--- src/rtl/main_pkg.sv ---
// rtl/main_pkg.sv - shared types and constants for the switch-driven multiplier board block
// Purpose: FSM state type, operand width and active-low seven-segment patterns.
// Segment patterns are active-low with bit0=a .. bit6=g.
package main_pkg;

  localparam int OPERAND_W = 8;

  typedef enum logic [1:0] {
    ST_IDLE = 2'd0,
    ST_LOAD = 2'd1,
    ST_RUN  = 2'd2,
    ST_DONE = 2'd3
  } state_e;

  localparam logic [6:0] SEG_0     = 7'h40;
  localparam logic [6:0] SEG_1     = 7'h79;
  localparam logic [6:0] SEG_2     = 7'h24;
  localparam logic [6:0] SEG_3     = 7'h30;
  localparam logic [6:0] SEG_4     = 7'h19;
  localparam logic [6:0] SEG_5     = 7'h12;
  localparam logic [6:0] SEG_6     = 7'h02;
  localparam logic [6:0] SEG_7     = 7'h78;
  localparam logic [6:0] SEG_8     = 7'h00;
  localparam logic [6:0] SEG_9     = 7'h10;
  localparam logic [6:0] SEG_BLANK = 7'h7F;
  localparam logic [6:0] SEG_MINUS = 7'h3F;

endpackage

--- src/rtl/main_debounce.sv ---
// rtl/main_debounce.sv - button synchronizer and debouncer with press pulse
// Ports:
//   clk, rst_n : clock, asynchronous active-low reset
//   btn_in     : raw asynchronous button level
//   level      : accepted (debounced) level
//   press      : one-cycle pulse on an accepted 0->1 change, aligned with level rising
module main_debounce #(
  parameter int unsigned DEBOUNCE_CYCLES = 1000000
) (
  input  logic clk,
  input  logic rst_n,
  input  logic btn_in,
  output logic level,
  output logic press
);

  localparam int CW = $clog2(DEBOUNCE_CYCLES + 1);

  logic          sync1_q, sync2_q;
  logic          level_q, level_d;
  logic          press_q, press_d;
  logic [CW-1:0] cnt_q, cnt_d;

  // The counter only runs while the synchronized input disagrees with the
  // accepted level; any agreeing cycle restarts the stability window.
  always_comb begin
    level_d = level_q;
    press_d = 1'b0;
    cnt_d   = '0;
    if (sync2_q != level_q) begin
      if (cnt_q == CW'(DEBOUNCE_CYCLES - 1)) begin
        level_d = sync2_q;
        press_d = sync2_q;
      end else begin
        cnt_d = cnt_q + 1'b1;
      end
    end
  end

  always_ff @(posedge clk or negedge rst_n) begin
    if (!rst_n) begin
      sync1_q <= 1'b0;
      sync2_q <= 1'b0;
      level_q <= 1'b0;
      press_q <= 1'b0;
      cnt_q   <= '0;
    end else begin
      sync1_q <= btn_in;
      sync2_q <= sync1_q;
      level_q <= level_d;
      press_q <= press_d;
      cnt_q   <= cnt_d;
    end
  end

  assign level = level_q;
  assign press = press_q;

endmodule

--- src/rtl/main.sv ---
// rtl/main.sv - signed 8x8 shift-add multiplier with debounced buttons and 7-segment display
// Ports:
//   clk, rst_n          : clock, asynchronous active-low reset
//   num1, num2          : two's complement operands from switches
//   *_btn               : raw start / clear / scroll-right / scroll-left buttons
//   segments, anodes    : active-low multiplexed 4-digit display drive
//   done                : product valid
//   *_led               : debounced button levels
//   load, dir, en       : debug strobes (operand load, last scroll direction, iterating)
module main
  import main_pkg::*;
#(
  parameter int unsigned DEBOUNCE_CYCLES = 1000000,
  parameter int unsigned REFRESH_BITS    = 18
) (
  input  logic                 clk,
  input  logic                 rst_n,
  input  logic [OPERAND_W-1:0] num1,
  input  logic [OPERAND_W-1:0] num2,
  input  logic                 start_btn,
  input  logic                 rst_btn,
  input  logic                 shift_right_btn,
  input  logic                 shift_left_btn,
  output logic [6:0]           segments,
  output logic [3:0]           anodes,
  output logic                 done,
  output logic                 sh_right_led,
  output logic                 sh_left_led,
  output logic                 rst_led,
  output logic                 start_led,
  output logic                 load,
  output logic                 dir,
  output logic                 en
);

  logic start_press, clr_press, right_press, left_press;

  main_debounce #(.DEBOUNCE_CYCLES(DEBOUNCE_CYCLES)) u_db_start (
    .clk(clk), .rst_n(rst_n), .btn_in(start_btn), .level(start_led), .press(start_press));
  main_debounce #(.DEBOUNCE_CYCLES(DEBOUNCE_CYCLES)) u_db_clr (
    .clk(clk), .rst_n(rst_n), .btn_in(rst_btn), .level(rst_led), .press(clr_press));
  main_debounce #(.DEBOUNCE_CYCLES(DEBOUNCE_CYCLES)) u_db_right (
    .clk(clk), .rst_n(rst_n), .btn_in(shift_right_btn), .level(sh_right_led), .press(right_press));
  main_debounce #(.DEBOUNCE_CYCLES(DEBOUNCE_CYCLES)) u_db_left (
    .clk(clk), .rst_n(rst_n), .btn_in(shift_left_btn), .level(sh_left_led), .press(left_press));

  // |-128| = 128 still fits in 8 unsigned bits.
  function automatic logic [OPERAND_W-1:0] mag(input logic [OPERAND_W-1:0] v);
    return v[OPERAND_W-1] ? (~v + 1'b1) : v;
  endfunction

  function automatic logic [19:0] to_bcd(input logic [14:0] bin);
    logic [34:0] sh;
    sh = {20'd0, bin};
    for (int i = 0; i < 15; i++) begin
      for (int d = 0; d < 5; d++) begin
        if (sh[15+4*d +: 4] >= 4'd5) sh[15+4*d +: 4] = sh[15+4*d +: 4] + 4'd3;
      end
      sh = sh << 1;
    end
    return sh[34:15];
  endfunction

  function automatic logic [6:0] seg7(input logic [3:0] d);
    case (d)
      4'd0:    return SEG_0;
      4'd1:    return SEG_1;
      4'd2:    return SEG_2;
      4'd3:    return SEG_3;
      4'd4:    return SEG_4;
      4'd5:    return SEG_5;
      4'd6:    return SEG_6;
      4'd7:    return SEG_7;
      4'd8:    return SEG_8;
      4'd9:    return SEG_9;
      default: return SEG_BLANK;
    endcase
  endfunction

  function automatic logic [3:0] pick(input logic [19:0] bcd, input logic [2:0] pos);
    case (pos)
      3'd0:    return bcd[3:0];
      3'd1:    return bcd[7:4];
      3'd2:    return bcd[11:8];
      3'd3:    return bcd[15:12];
      3'd4:    return bcd[19:16];
      default: return 4'd0;
    endcase
  endfunction

  state_e                  state_q, state_d;
  logic [OPERAND_W-1:0]    mcand_q, mcand_d, mplier_q, mplier_d;
  logic [14:0]             acc_q, acc_d, acc_next, product_q, product_d;
  logic [2:0]              count_q, count_d;
  logic                    sign_q, sign_d, done_q, done_d, load_q, load_d, en_q, en_d;
  logic                    dir_q, dir_d;
  logic [1:0]              idx_q, idx_d;
  logic [REFRESH_BITS-1:0] refresh_q, refresh_d;

  always_comb begin
    state_d   = state_q;
    mcand_d   = mcand_q;
    mplier_d  = mplier_q;
    acc_d     = acc_q;
    count_d   = count_q;
    product_d = product_q;
    sign_d    = sign_q;
    done_d    = done_q;
    load_d    = 1'b0;
    en_d      = en_q;
    dir_d     = dir_q;
    idx_d     = idx_q;
    refresh_d = refresh_q + 1'b1;
    acc_next  = mplier_q[0] ? acc_q + (15'(mcand_q) << count_q) : acc_q;

    case (state_q)
      ST_IDLE, ST_DONE: begin
        if (start_press) begin
          state_d = ST_LOAD;
          load_d  = 1'b1;
          done_d  = 1'b0;
        end
      end
      ST_LOAD: begin
        mcand_d  = mag(num1);
        mplier_d = mag(num2);
        sign_d   = num1[OPERAND_W-1] ^ num2[OPERAND_W-1];
        acc_d    = '0;
        count_d  = '0;
        done_d   = 1'b0;
        en_d     = 1'b1;
        state_d  = ST_RUN;
      end
      default: begin
        acc_d    = acc_next;
        mplier_d = mplier_q >> 1;
        count_d  = count_q + 1'b1;
        if (count_q == 3'd7) begin
          state_d   = ST_DONE;
          en_d      = 1'b0;
          done_d    = 1'b1;
          product_d = acc_next;
        end
      end
    endcase

    if (left_press && !right_press) begin
      dir_d = 1'b1;
      if (idx_q != 2'd2) idx_d = idx_q + 1'b1;
    end else if (right_press && !left_press) begin
      dir_d = 1'b0;
      if (idx_q != 2'd0) idx_d = idx_q - 1'b1;
    end

    // Clear overrides any start or scroll request in the same cycle.
    if (clr_press) begin
      state_d   = ST_IDLE;
      product_d = '0;
      sign_d    = 1'b0;
      done_d    = 1'b0;
      load_d    = 1'b0;
      en_d      = 1'b0;
      idx_d     = '0;
    end
  end

  always_ff @(posedge clk or negedge rst_n) begin
    if (!rst_n) begin
      state_q   <= ST_IDLE;
      mcand_q   <= '0;
      mplier_q  <= '0;
      acc_q     <= '0;
      count_q   <= '0;
      product_q <= '0;
      sign_q    <= 1'b0;
      done_q    <= 1'b0;
      load_q    <= 1'b0;
      en_q      <= 1'b0;
      dir_q     <= 1'b0;
      idx_q     <= '0;
      refresh_q <= '0;
    end else begin
      state_q   <= state_d;
      mcand_q   <= mcand_d;
      mplier_q  <= mplier_d;
      acc_q     <= acc_d;
      count_q   <= count_d;
      product_q <= product_d;
      sign_q    <= sign_d;
      done_q    <= done_d;
      load_q    <= load_d;
      en_q      <= en_d;
      dir_q     <= dir_d;
      idx_q     <= idx_d;
      refresh_q <= refresh_d;
    end
  end

  logic [19:0] bcd;
  logic [1:0]  sel;

  always_comb begin
    bcd = to_bcd(product_q);
    sel = refresh_q[REFRESH_BITS-1 -: 2];
    case (sel)
      2'd0: begin anodes = 4'b1110; segments = seg7(pick(bcd, {1'b0, idx_q})); end
      2'd1: begin anodes = 4'b1101; segments = seg7(pick(bcd, {1'b0, idx_q} + 3'd1)); end
      2'd2: begin anodes = 4'b1011; segments = seg7(pick(bcd, {1'b0, idx_q} + 3'd2)); end
      default: begin
        anodes   = 4'b0111;
        segments = (sign_q && product_q != '0) ? SEG_MINUS : SEG_BLANK;
      end
    endcase
  end

  assign done = done_q;
  assign load = load_q;
  assign en   = en_q;
  assign dir  = dir_q;

endmodule

--- config.mk ---
export PLATFORM = sky130hd
export DESIGN_NAME = main
export DESIGN_NICKNAME = d
export VERILOG_FILES = /design/src/rtl/main_pkg.sv /design/src/rtl/main_debounce.sv /design/src/rtl/main.sv
export SDC_FILE = /design/constraint.sdc
export NUM_CORES = 1
export LEC_CHECK = 0
export CORE_ASPECT_RATIO = 0.6
export CORE_UTILIZATION = 60
export DETAILED_ROUTE_END_ITERATION = 8
export PLACE_DENSITY_LB_ADDON = 0.2
export SLEW_MARGIN = 5
export SYNTH_ARGS = -nofsm -noshare
export SYNTH_HDL_FRONTEND = slang
export SYNTH_SLANG_ARGS = --single-unit
--- constraint.sdc ---
create_clock -name clk -period 20.8 [get_ports clk]
set_input_delay 3.12 -clock clk [delete_from_list [all_inputs] [get_ports clk]]
set_output_delay 3.12 -clock clk [all_outputs]
set_load 0.005 [all_outputs]
* After elaboration in Yosys (flattened, before gate mapping)
Memory sizes are Yosys's and may differ from the RTL's. Cells that the tools add are included.
Cells by class: magnitude comparators 60, eq/ne operators 29, add/sub/neg operators 73, reduce and logical (&&, ||, !) cells 29, multiplexer cells 117, shift-type cells 1, bitwise operators 3
Operators with widths (count):
- $ge A4 B3 Y1 const B | 55
- $mux W4 | 49
- $add A4 B2 Y4 const B | 46
- $mux W20 | 8
- $add A20 B1 Y20 const B | 4
- $eq A20 B20 Y1 const B | 4
- $mux W15 | 4
- $mux W3 | 14
- $pmux W4 S5 | 2
- $pmux W15 S2 | 1
- $add A3 B2 Y3 const B | 9
- $pmux W7 S3 | 1
- $mux W1 | 20
- $add A18 B1 Y18 const B | 1
- $add A8 B1 Y8 const B | 2
- $mux W2 | 8
- $mux W8 | 2
- $not A8 Y8 | 2
- $pmux W4 S4 | 1
- $pmux W8 S2 | 1
- $add A15 B15 Y15 | 1
- $reduce_bool A15 Y1 | 1
- $shl A8 B3 Y15 | 1
- $reduce_and A2 Y1 | 7
- other kinds (34) | 68
Word-level totals: memory bits (read-only) 336, output and inout bits 19, word-level logic and storage cells 348, input port bits 22, register bits after elaboration 172, memories kept 3
Memory list:
- (no name shown) | words 16, width 7, rd ports 1, clocked after memory_dff 0, write ports 0, line main.sv:65 | case (d)
- (no name shown) | words 16, width 7, rd ports 1, clocked after memory_dff 0, write ports 0, line main.sv:65
- (no name shown) | words 16, width 7, rd ports 1, clocked after memory_dff 0, write ports 0, line main.sv:65

* Longest topological paths before layout
An unclocked memory read counts as a cell.
depth after elaboration 32, mapped depth 65, depth with buffers taken out 64

* Hierarchy
A second synthesis with hierarchy kept.
Unflattened totals: cell total of the unflattened synthesis 1799, area total of the unflattened synthesis 15252.1 um^2
By module, submodules not included:
- main | times used 1, seq. area each 1901.8 um^2, cells each 1362, area an instance 10561.4 um^2
- main_debounce at u_db_clr ... | times used 3, seq. area each 600.6 um^2, cells each 107, area an instance 1184.9 um^2
- main_debounce at u_db_start | times used 1, seq. area each 600.6 um^2, cells each 116, area an instance 1136.1 um^2

* Worst setup path before layout
Ideal clock, no wire load.
path kind flip-flop to output port, start point register product_q[13], end point output port segments[6], cell stages (with the launch flop) 61, arrival 12.317 ns, data required time 17.680 ns, slack 5.363 ns, buffers on the path 2, cell sequence dfrtp_1 > inv_1 > ha_1 > o21ai_1 > xnor2_2 > ha_1 > nand2b_1 > a32oi_4 > xnor2_1 > inv_1 > ha_1 > nor2b_1 > clkbuf_1 > nor4_1 > a21oi_1 > inv_1 > ha_1 > a31oi_1 > [... 25 more ...] > or4_1 > clkbuf_1 > xnor3_1 > ha_1 > or4_1 > o2111ai_1 > o21ai_0 > mux2i_1 > a31oi_1 > xnor2_1 > o22ai_1 > a221oi_1 > or2_2 > inv_1 > ha_1 > nor4b_1 > a2111oi_0 > or4_1
Between the ends: cells in the longest elaborated chain, start to end 30, elaborated cells on any way between the ends 178
RTL lines:
- start: declaration | line main.sv:93 | logic [14:0] acc_q, acc_d, acc_next, product_q, product_d;
- start signal: assignment | line main.sv:188 | product_q <= product_d;
- $add A4 B2 Y4 or $ge A4 B3 Y1 (tied branches) | line main.sv:57 | if (sh[15+4*d +: 4] >= 4'd5) sh[15+4*d +: 4] = sh[15+4*d +: 4] + 4'd3;
- $mux W4 | line main.sv:57
- $add A4 B2 Y4 or $ge A4 B3 Y1 (tied branches) | line main.sv:57
- $mux W4 | line main.sv:57
- $add A4 B2 Y4 or $ge A4 B3 Y1 (tied branches) | line main.sv:57
- $mux W4 | line main.sv:57
- $add A4 B2 Y4 or $ge A4 B3 Y1 (tied branches) | line main.sv:57
- $mux W4 | line main.sv:57
- [... 14 more ...]
- $add A4 B2 Y4, or another cell as far along | line main.sv:57
- $mux W4 or $mux W3 (tied branches) | line main.sv:57
- $add A4 B2 Y4, or another cell as far along | line main.sv:57
- $mux W4 or $mux W3 (tied branches) | line main.sv:57
- $pmux W4 S5 or $pmux W4 S4 (tied branches) | line main.sv:81 | case (pos)
- $mux W4 | line main.sv:205 | case (sel)
- $mem_v2 Z16 W7
- $pmux W7 S3 * | line main.sv:205
- end: declaration | line main.sv:24 | output logic [6:0] segments,
Mark *: on every way between the ends. The rest lies on a longest branch, timed or not. The select of a mux whose other input is x is not followed.

* Worst setup path after layout
Same ends and word-level chain as after synthesis.

==> impl_metrics.json <==
{
  "status": "finished, final reports clean",
  "viasPerCell": 6.29,
  "hold_buffers": 0,
  "async_flop_share_pct": 100,
  "nets": 1812,
  "syn_area_per_cell_um2": 8.42,
  "die_y_um": 122,
  "finalWeightedCongestion": 0.971,
  "total_power_w": 0.000679,
  "grtUsageTotal_pct": 27.5,
  "internal-power_w": 0.000507,
  "clock_latency_ps": 450,
  "fin_setup_tns_ps": 0,
  "die_area_um2": 24700,
  "synth_edf_count": 0,
  "fin_crit_ps": 18300,
  "relSlewSlack_pct": 30.0,
  "yosysWarningCount": 0,
  "synth_seq_cells": 172,
  "antenna_found_initial": 0,
  "pwr-share-comb_pct": 3.2,
  "switching_share_pct": 25.3,
  "max_freq_ghz": 0.0546,
  "cts_tree": "yes",
  "synthesis.nets": 1814,
  "synth_top_flop_cell": "dfrtp_1",
  "final_cell_mix": "nor2_1 (185), dfrtp_1 (172), nand2_1 (162), o21ai_0 (93), a21oi_1 (83)",
  "routed_wl_um": 33500,
  "rows": 43,
  "dr.pass1.iters": 6,
  "end_kind": "output pin",
  "drt-initial-drc-count": 1340,
  "drc": 0,
  "final_common_cell": "nor2_1",
  "startpoint_type": "flop",
  "htree_levels": 4,
  "pwr-share-seq_pct": 50.0,
  "detail-route-antenna-nets": 0,
  "grt.overflow.total": 0,
  "synth_area_um2": 14400,
  "wl_per_cell_um": 16.4,
  "netlist_instances": 1715,
  "cts_sinks": 172,
  "cts-root-buf": "clkbuf_16",
  "clkPwrFrac_pct": 46.9,
  "irDropWorstVdd_uv": 61.9,
  "num_io_pins": 41,
  "core-area_um2": 23300,
  "cp_max_fo": 11,
  "arrival_ps": 15180,
  "period_share_pct": 88.0,
  "crit_path_frequent_cell": "ha_1",
  "crit_buf_inv": 7,
  "drv_slew": 0,
  "holdWs_ps": 350,
  "start_util_pct": 61.9,
  "leakage_nw": 6.73,
  "tightestPinTransition_ps": 1050,
  "clkSlewWorstSetupHoldPaths_ps": 70,
  "dp_hpwl_um": 24800,
  "fp.dieW_um": 202,
  "cts.path.max_buffers": 2,
  "portBuffers": 40,
  "areaGrowthSynthToFinish_pct": 8.10,
  "p_sw_w": 0.000172,
  "slowest_stage": "or4_1",
  "grt_pass1_wl_um": 56100,
  "diodes": 0,
  "grt_max_degree": 89,
  "crit_family": "compound AO/OA/AOI/OAI gates",
  "finClkSkew_ps": 11.5,
  "yosysUniqueCellTypes": 113,
  "cellPowerDensity_nw_per_um2": 43.5,
  "final_hold_viol_count": 0,
  "post-cts-setup-buffers": 0,
  "grt_pass1_vias": 11500,
  "cts_resized": 0,
  "critPathMaxStageDelay_ps": 630,
  "cap_violations": 0,
  "hold_class": "flop to flop",
  "crit_type": "flop to output pin",
  "layout-drive-gt1-share_pct": 7.53,
  "yosysSeqAreaShare_pct": 29.8,
  "vias": 12800,
  "timing.final.setup_violations": 0,
  "numCtsBuffers": 17,
  "rsz0062_at_grt": "false",
  "cp.required_ps": 17680
}
## routing by layer
layer  up-vias  share of wire [%]  track usage, %
met4         0               0.76            5.03
met3        25                6.2            5.38
met2       382                 42            39.4
met5         -                  0               0
li1       6300                  -               -
met1      6138                 51            42.6
## cell usage after synthesis (all sizes together) (7+ instances only)
cell | instances | area share (%)
ha | 76 | 6.6
clkbuf | 49 | 1.3
o21a | 9 | 0.48
a221oi | 15 | 0.95
o22ai | 12 | 0.52
or2 | 15 | 0.67
inv | 84 | 2.2
or4 | 8 | 0.42
nor4 | 15 | 0.69
dfrtp | 172 | 30
o21bai | 11 | 0.60
o31ai | 12 | 0.66
o2111ai | 7 | 0.42
or3 | 22 | 1.0
a32oi | 8 | 0.61
o21ai | 108 | 3.8
a211o | 7 | 0.42
o211ai | 26 | 1.4
nand2 | 162 | 4.2
nor2 | 186 | 4.9
a311oi | 9 | 0.79
mux2 | 29 | 2.4
a21o | 24 | 1.3
buf | 15 | 0.47
nand2b | 22 | 0.95
and3 | 42 | 1.9
mux2i | 43 | 3.2
nor3 | 25 | 0.87
and2 | 23 | 1.0
nand3 | 61 | 2.1
o221ai | 8 | 0.48
a21oi | 85 | 3.0
a211oi | 29 | 1.7
xor2 | 55 | 3.3
nand4 | 29 | 1.3
a31oi | 12 | 0.56
nor2b | 12 | 0.52
a2111oi | 8 | 0.79
xnor2 | 66 | 4.2
## power by group through the flow
stage / registers (W) / clock network, W / logic, W
6_report: 0.000339 / 0.000318 / 0.0000215
5_1_grt: 0.000339 / 0.000337 / 0.0000250
4_1_cts: 0.000339 / 0.000323 / 0.0000222
3_5_place_dp: 0.000346 / 0 / 0.0000221
3_3_place_gp: 0.000346 / 0 / 0.0000216
2_1_floorplan: 0.000345 / 0 / 0.00000884
## cells by family after synthesis
| kind of cell | share of synthesized area (%) |
|---|---|
| xor+xnor | 7.83 |
| flops | 29.8 |
| mux | 5.57 |
| buf+inv | 3.95 |
| compound gates | 23.8 |
| simple gates | 22.3 |
| fa+ha+maj | 6.72 |
## registers in the layout, indices dropped and copies added, names as in the netlist, 2 cells and up
name and cells:
u_db_clr.cnt_q 20, u_db_left.cnt_q 20, u_db_right.cnt_q 20, u_db_start.cnt_q 20
refresh_q 18, acc_q 15, product_q 15, mcand_q 8
mplier_q 8, count_q 3, idx_q 2, state_q 2
## final timing paths
path	endpoint	slack [ps]	depth (start not counted)	startpoint
hold / removal	u_db_right.sync2_q	350	0	u_db_right.sync1_q
setup / recovery	segments[6]	2500	58	product_q[13]
min in group asynchronous	u_db_start.cnt_q[8]	2730	1	rst_n
max in group asynchronous	acc_q[10]	16520	2	rst_n
setup reg to reg	product_q[14]	16320	19	count_q[0]
hold reg to reg	u_db_right.sync2_q	350	0	u_db_right.sync1_q
## area by class of cell
| type | instances | area [um2] |
|---|---|---|
| Clock inverter | 15 | 178 |
| Inverter | 85 | 319 |
| Timing Repair Buffer | 43 | 424 |
| Sequential cell | 172 | 4300 |
| Tap cell | 315 | 394 |
| Clock buffer | 17 | 425 |
| Multi-Input combinational cell | 1394 | 9570 |
| Fill cell | 1888 | 7730 |
## stage by stage
stage	area (um2)	instances	utilization (%)	setup WS, ps
3_5_place_dp	15000	2009	64.3	3130
4_1_cts	15600	2041	66.9	2630
2_1_floorplan	14400	1715	-	5360
3_3_place_gp	15000	2009	64.3	3880
6_report	15600	2041	66.9	2500
5_1_grt	15600	2041	66.9	1180
(Power assumes the default switching activity.)
